### config.mk
export PLATFORM = sky130hd
export DESIGN_NAME = microcode_sequencer
export DESIGN_NICKNAME = d
export VERILOG_FILES = /design/src/rtl/microcode_sequencer.sv
export SDC_FILE = /design/constraint.sdc
export NUM_CORES = 1
export LEC_CHECK = 0
export ABC_AREA = 1
export BUFFER_PORTS_ARGS = -buffer_cell sky130_fd_sc_hd__buf_2
export CORE_AREA = 2 2 39 41
export DETAILED_ROUTE_END_ITERATION = 8
export DIE_AREA = 0 0 41 43
export PLACE_DENSITY = 0.9
export SETUP_SLACK_MARGIN = 0.02
export SLEW_MARGIN = 20
export SYNTH_ARGS = -nofsm -noshare
export SYNTH_HDL_FRONTEND = slang
export SYNTH_SLANG_ARGS = --single-unit
### constraint.sdc
create_clock -name clk -period 3.69 [get_ports clk]
set_input_delay 0 -clock clk [delete_from_list [all_inputs] [get_ports clk]]
set_output_delay 0 -clock clk [all_outputs]
set_load 0.01 [all_outputs]
### src/rtl/microcode_sequencer.sv
// SAP-1.5 control unit: step counter plus combinational strobe decode of (step, opcode, flags).
// Optional single-step execution is enabled by defining SAP_SINGLE_STEP_EN.
module microcode_sequencer #(
    parameter int OPCODE_WIDTH = 4,
    parameter int STEP_WIDTH   = 3
) (
    input  logic                    clk,
    input  logic                    reset,
    input  logic [OPCODE_WIDTH-1:0] opcode_i,
    input  logic                    flag_zero_i,
    input  logic                    flag_carry_i,
    input  logic                    flag_negative_i,
`ifdef SAP_SINGLE_STEP_EN
    input  logic                    step_mode_i,
    input  logic                    step_req_i,
`endif
    output logic                    pc_enable,
    output logic                    load_pc,
    output logic                    oe_pc,
    output logic                    load_mar,
    output logic                    oe_ram,
    output logic                    load_ram,
    output logic                    load_ir,
    output logic                    oe_ir,
    output logic                    load_a,
    output logic                    oe_a,
    output logic                    load_b,
    output logic                    load_o,
    output logic                    oe_alu,
    output logic                    alu_sub,
    output logic                    load_flags,
    output logic                    halt,
    output logic [STEP_WIDTH-1:0]   step_o,
    output logic                    instr_done
);

    localparam logic [OPCODE_WIDTH-1:0] OP_NOP  = 'h0;
    localparam logic [OPCODE_WIDTH-1:0] OP_LDA  = 'h1;
    localparam logic [OPCODE_WIDTH-1:0] OP_ADD  = 'h2;
    localparam logic [OPCODE_WIDTH-1:0] OP_SUB  = 'h3;
    localparam logic [OPCODE_WIDTH-1:0] OP_STA  = 'h4;
    localparam logic [OPCODE_WIDTH-1:0] OP_LDI  = 'h5;
    localparam logic [OPCODE_WIDTH-1:0] OP_JMP  = 'h6;
    localparam logic [OPCODE_WIDTH-1:0] OP_JC   = 'h7;
    localparam logic [OPCODE_WIDTH-1:0] OP_JZ   = 'h8;
    localparam logic [OPCODE_WIDTH-1:0] OP_JN   = 'h9;
    localparam logic [OPCODE_WIDTH-1:0] OP_OUT  = 'hA;
    localparam logic [OPCODE_WIDTH-1:0] OP_OUTM = 'hB;
    localparam logic [OPCODE_WIDTH-1:0] OP_HLT  = 'hF;

    localparam logic [STEP_WIDTH-1:0] T0 = 'd0;
    localparam logic [STEP_WIDTH-1:0] T1 = 'd1;
    localparam logic [STEP_WIDTH-1:0] T2 = 'd2;
    localparam logic [STEP_WIDTH-1:0] T3 = 'd3;
    localparam logic [STEP_WIDTH-1:0] T4 = 'd4;

    logic [STEP_WIDTH-1:0] step_q, step_d;
    logic                  halt_q, halt_d;
    logic                  hold_t0;
    logic                  exec;

`ifdef SAP_SINGLE_STEP_EN
    logic go_q, go_d;
    // In step mode T0 is parked until a request arms exactly one instruction.
    assign hold_t0 = step_mode_i && (step_q == T0) && !go_q;
`else
    assign hold_t0 = 1'b0;
`endif

    assign exec   = !reset && !halt_q && !hold_t0;
    assign step_o = step_q;
    assign halt   = halt_q;

    always_comb begin
        pc_enable  = 1'b0;
        load_pc    = 1'b0;
        oe_pc      = 1'b0;
        load_mar   = 1'b0;
        oe_ram     = 1'b0;
        load_ram   = 1'b0;
        load_ir    = 1'b0;
        oe_ir      = 1'b0;
        load_a     = 1'b0;
        oe_a       = 1'b0;
        load_b     = 1'b0;
        load_o     = 1'b0;
        oe_alu     = 1'b0;
        alu_sub    = 1'b0;
        load_flags = 1'b0;
        instr_done = 1'b0;
        if (exec) begin
            case (step_q)
                T0: begin
                    oe_pc    = 1'b1;
                    load_mar = 1'b1;
                end
                T1: begin
                    oe_ram    = 1'b1;
                    load_ir   = 1'b1;
                    pc_enable = 1'b1;
                    // NOP and the undefined opcodes 0xC-0xE finish with the fetch.
                    if (opcode_i == OP_NOP || (opcode_i >= 'hC && opcode_i <= 'hE))
                        instr_done = 1'b1;
                end
                T2: begin
                    case (opcode_i)
                        OP_LDA, OP_ADD, OP_SUB, OP_STA, OP_OUTM: begin
                            oe_ir    = 1'b1;
                            load_mar = 1'b1;
                        end
                        OP_LDI: begin
                            oe_ir      = 1'b1;
                            load_a     = 1'b1;
                            load_flags = 1'b1;
                            instr_done = 1'b1;
                        end
                        OP_JMP: begin
                            oe_ir      = 1'b1;
                            load_pc    = 1'b1;
                            instr_done = 1'b1;
                        end
                        OP_JC, OP_JZ, OP_JN: begin
                            if ((opcode_i == OP_JC && flag_carry_i) ||
                                (opcode_i == OP_JZ && flag_zero_i) ||
                                (opcode_i == OP_JN && flag_negative_i)) begin
                                oe_ir   = 1'b1;
                                load_pc = 1'b1;
                            end
                            instr_done = 1'b1;
                        end
                        OP_OUT: begin
                            oe_a       = 1'b1;
                            load_o     = 1'b1;
                            instr_done = 1'b1;
                        end
                        OP_HLT: instr_done = 1'b1;
                        default: instr_done = 1'b1;
                    endcase
                end
                T3: begin
                    case (opcode_i)
                        OP_LDA: begin
                            oe_ram     = 1'b1;
                            load_a     = 1'b1;
                            load_flags = 1'b1;
                            instr_done = 1'b1;
                        end
                        OP_ADD, OP_SUB: begin
                            oe_ram = 1'b1;
                            load_b = 1'b1;
                        end
                        OP_STA: begin
                            oe_a       = 1'b1;
                            load_ram   = 1'b1;
                            instr_done = 1'b1;
                        end
                        OP_OUTM: begin
                            oe_ram     = 1'b1;
                            load_o     = 1'b1;
                            instr_done = 1'b1;
                        end
                        default: instr_done = 1'b1;
                    endcase
                end
                T4: begin
                    if (opcode_i == OP_ADD || opcode_i == OP_SUB) begin
                        oe_alu     = 1'b1;
                        load_a     = 1'b1;
                        load_flags = 1'b1;
                        alu_sub    = (opcode_i == OP_SUB);
                    end
                    instr_done = 1'b1;
                end
                default: instr_done = 1'b1;
            endcase
        end
    end

    always_comb begin
        step_d = step_q;
        halt_d = halt_q;
        if (exec) begin
            step_d = instr_done ? T0 : step_q + STEP_WIDTH'(1);
            if (step_q == T2 && opcode_i == OP_HLT)
                halt_d = 1'b1;
        end
    end

`ifdef SAP_SINGLE_STEP_EN
    always_comb begin
        go_d = go_q;
        if (hold_t0 && step_req_i && !halt_q)
            go_d = 1'b1;
        if (instr_done)
            go_d = 1'b0;
    end
`endif

    always_ff @(posedge clk) begin
        if (reset) begin
            step_q <= T0;
            halt_q <= 1'b0;
`ifdef SAP_SINGLE_STEP_EN
            go_q   <= 1'b0;
`endif
        end else begin
            step_q <= step_d;
            halt_q <= halt_d;
`ifdef SAP_SINGLE_STEP_EN
            go_q   <= go_d;
`endif
        end
    end

endmodule

==> results.py <==
metrics = {
    "place": {
        "gp_congestion": 0.903,
        "post-dp-hpwl_um": 1330,
        "port_buffers": 28,
        "dp.cells": 144,
    },
    "routing": {
        "wire_per_inst_um": 10.9,
        "drc": 0,
        "drtIter0Drc": 14,
        "drt_first_pass_iters": 4,
        "via_count": 745,
        "routed_wl_um": 1610,
        "vias_per_cell": 5.03,
        "ant_nets": 0,
    },
    "grt": {
        "grt-ovfl-total": 0,
        "grt_max_degree": 11,
        "grt_pass1_wl_um": 2320,
        "antenna_found_initial": 0,
        "first_global_vias": 626,
        "grt_util_all_layers_pct": 19.1,
    },
    "timing": {
        "tightest_slew_ps": 318,
        "drv_slew": 0,
        "rsz0062_at_grt": "false",
        "tns_ps": 0,
        "relSlewSlack_pct": 78.6,
        "hold_violations": 0,
        "period_minus_slack_ps": 1750,
        "fin_skew_ps": 4.46,
        "min_period_over_period_pct": 47.6,
        "fmax_mhz": 570,
        "setup_violations": 0,
    },
    "power": {
        "p_comb_share_pct": 41.4,
        "pwr-share-clk_pct": 31.1,
        "p_leak_nw": 0.424,
        "netSwitchingFraction_pct": 38.1,
        "ir_drop_mv": 0.155,
        "switchingPower_uw": 67.2,
        "p_int_uw": 109,
        "finalPower_uw": 177,
        "power_density_nw_per_um2": 224,
        "seqPwrFrac_pct": 27.5,
    },
    "setup_path": {
        "crit_chain": "ha_1 > ha_1 > a21oi_1 > nand2_1 > nand2_1 > nor2_2 > a21oi_2 > buf_2",
        "required_ps": 3690,
        "cp_slowest_cell": "dfxtp_1",
        "critPathMaxFanout": 6,
        "crit_path_start_kind": "flop",
        "regToRegSetupSlack_ps": 2160,
        "slowest_delay_ps": 350,
        "rr_worst_depth": 8,
        "criticalPathCategory": "reg -> out",
        "cp-end-kind": "output port",
        "critPathArrivalTime_ps": 1750,
    },
    "floorplan": {
        "dieArea_um2": 1760,
        "num_io_pins": 29,
        "die_w_um": 41,
        "rows": 14,
        "fp.coreArea_um2": 1380,
        "die_y_um": 43,
        "start_util_pct": 44.8,
    },
    "clocking": {
        "hold_buffers": 1,
        "htreeDepth": 1,
        "cts.clk_slew.worst_paths_ps": 40,
        "clk_latency_ps": 240,
        "cts_made_buffers": 3,
        "cts_setup_buffers": 0,
        "cts_sinks": 4,
        "cts_resized": 0,
        "clock_path_buffers": 2,
        "root_buffer": "clkbuf_4",
        "cts_tree": "done",
    },
    "cells_and_area": {
        "fin_cells": 148,
        "utilization_pct": 57.1,
        "diodes": 0,
        "nNetsFinal": 148,
        "area_growth_pct": 27.5,
        "drive_gt1_share_pct": 37.1,
    },
    "yosys": {
        "synth_common_cells": "22 x nand2_1, 17 x nor2_1, 11 x inv_1",
        "synth_most_common_cell": "nand2_1",
        "synth.largest_area_cell": "nand2_1",
        "synth_edf_count": 0,
        "ys.warnings.count": 0,
        "synthDistinctLibCells": 24,
        "synth_top_area_share_pct": 13.3,
        "synthTopCellsByArea": "nand2_1 13%, dfxtp_1 13%, nor2_1 10%",
        "ys_seq_elements": 4,
        "synth_nets": 117,
        "synthFlopType": "dfxtp_1",
        "synthesis.instances": 103,
        "synth.avg_cell_area_um2": 6.01,
        "syn_area_um2": 619,
        "async_flop_share_pct": 0,
        "ys_seq_area_share_pct": 12.9,
    },
    "worst_hold_path": {
        "worstHoldPathCells": 5,
        "hold_path_class": "in -> reg",
    },
    "outcome": {
        "status": "finished, final reports clean",
    },
    "run": {
        "maxCapViolations": 0,
    },
}
==> registers in the layout (all words and copies together), names as in the netlist <==
signal and cells:
halt 1, step_o 3
==> per-stage QoR <==
stage / setup WS (ps) / instance area [um2] / hold slack [ps]
final: 1940 / 790 / 219
after global routing: 1830 / 790 / 245
after CTS: 1940 / 790 / 207
after detailed placement: 2180 / 757 / 216
after global placement: 2280 / 757 / 212
after floorplan: 2220 / 619 / 62.4
==> area by class of cell <==
| cell class | instances | area, um2 |
|---|---|---|
| clock buffers | 3 | 22.5 |
| fillers | 144 | 594 |
| inverters | 14 | 52.6 |
| multi-input cells | 82 | 464 |
| flip-flops and latches | 4 | 80.1 |
| well taps | 16 | 20.0 |
| repair buffers | 29 | 150 |
==> layer usage <==
layer  vias up  track usage [%]  share of wire (%)
met5         -                0                  0
met4         0             10.0               0.87
met3         2             3.14                6.6
met2        32             33.1                 50
met1       320             20.4                 43
li1        391                -                  -
==> final timing paths <==
| check | from | to |
|---|---|---|
| worst max-delay path | step_o[0] | instr_done |
| worst min-delay path | opcode_i[3] | halt |
| worst max register to register | step_o[0] | step_o[2] |
| worst min register to register | halt | step_o[0] |
==> power groups by stage <==
stage / clock (mW) / sequential [mW] / combinational, mW
after floorplan: 0 / 0.0497 / 0.0489
after global placement: 0 / 0.0488 / 0.0704
after detailed placement: 0 / 0.0492 / 0.0718
after CTS: 0.0566 / 0.0486 / 0.0731
after global routing: 0.0617 / 0.0490 / 0.0791
final: 0.0548 / 0.0486 / 0.0731
==> critical path: cells and delay by family, from the launching register on <==
kind | cells | cell delay, ps
buffers and inverters | 1 | 160
adder cells (fa/ha/maj) | 2 | 490
flip-flops | 1 | 350
AO/OA/AOI/OAI | 2 | 310
AND/OR/NAND/NOR | 3 | 210
==> cell families (layout without fill, tap and decap cells) <==
group	count (synthesis)	after routing	share of synthesized area, %
adders and majority gates	5	5	10.1
AOI/OAI and AO/OA	17	17	16.8
DFF	4	4	12.9
buffers and inverters	17	46	12.1
and+or+nand+nor	60	60	48.1
==> cell usage in the layout (no fill, tap or decap), drive strengths merged, types with 2 or more instances in the layout <==
cell,n
buf,28
nand2,25
nor2,22
inv,14
a21oi,8
o21ai,7
ha,5
nand3,5
dfxtp,4
nand4,4
clkbuf,3
nor4,2
Power figures use the tool's default switching activity.
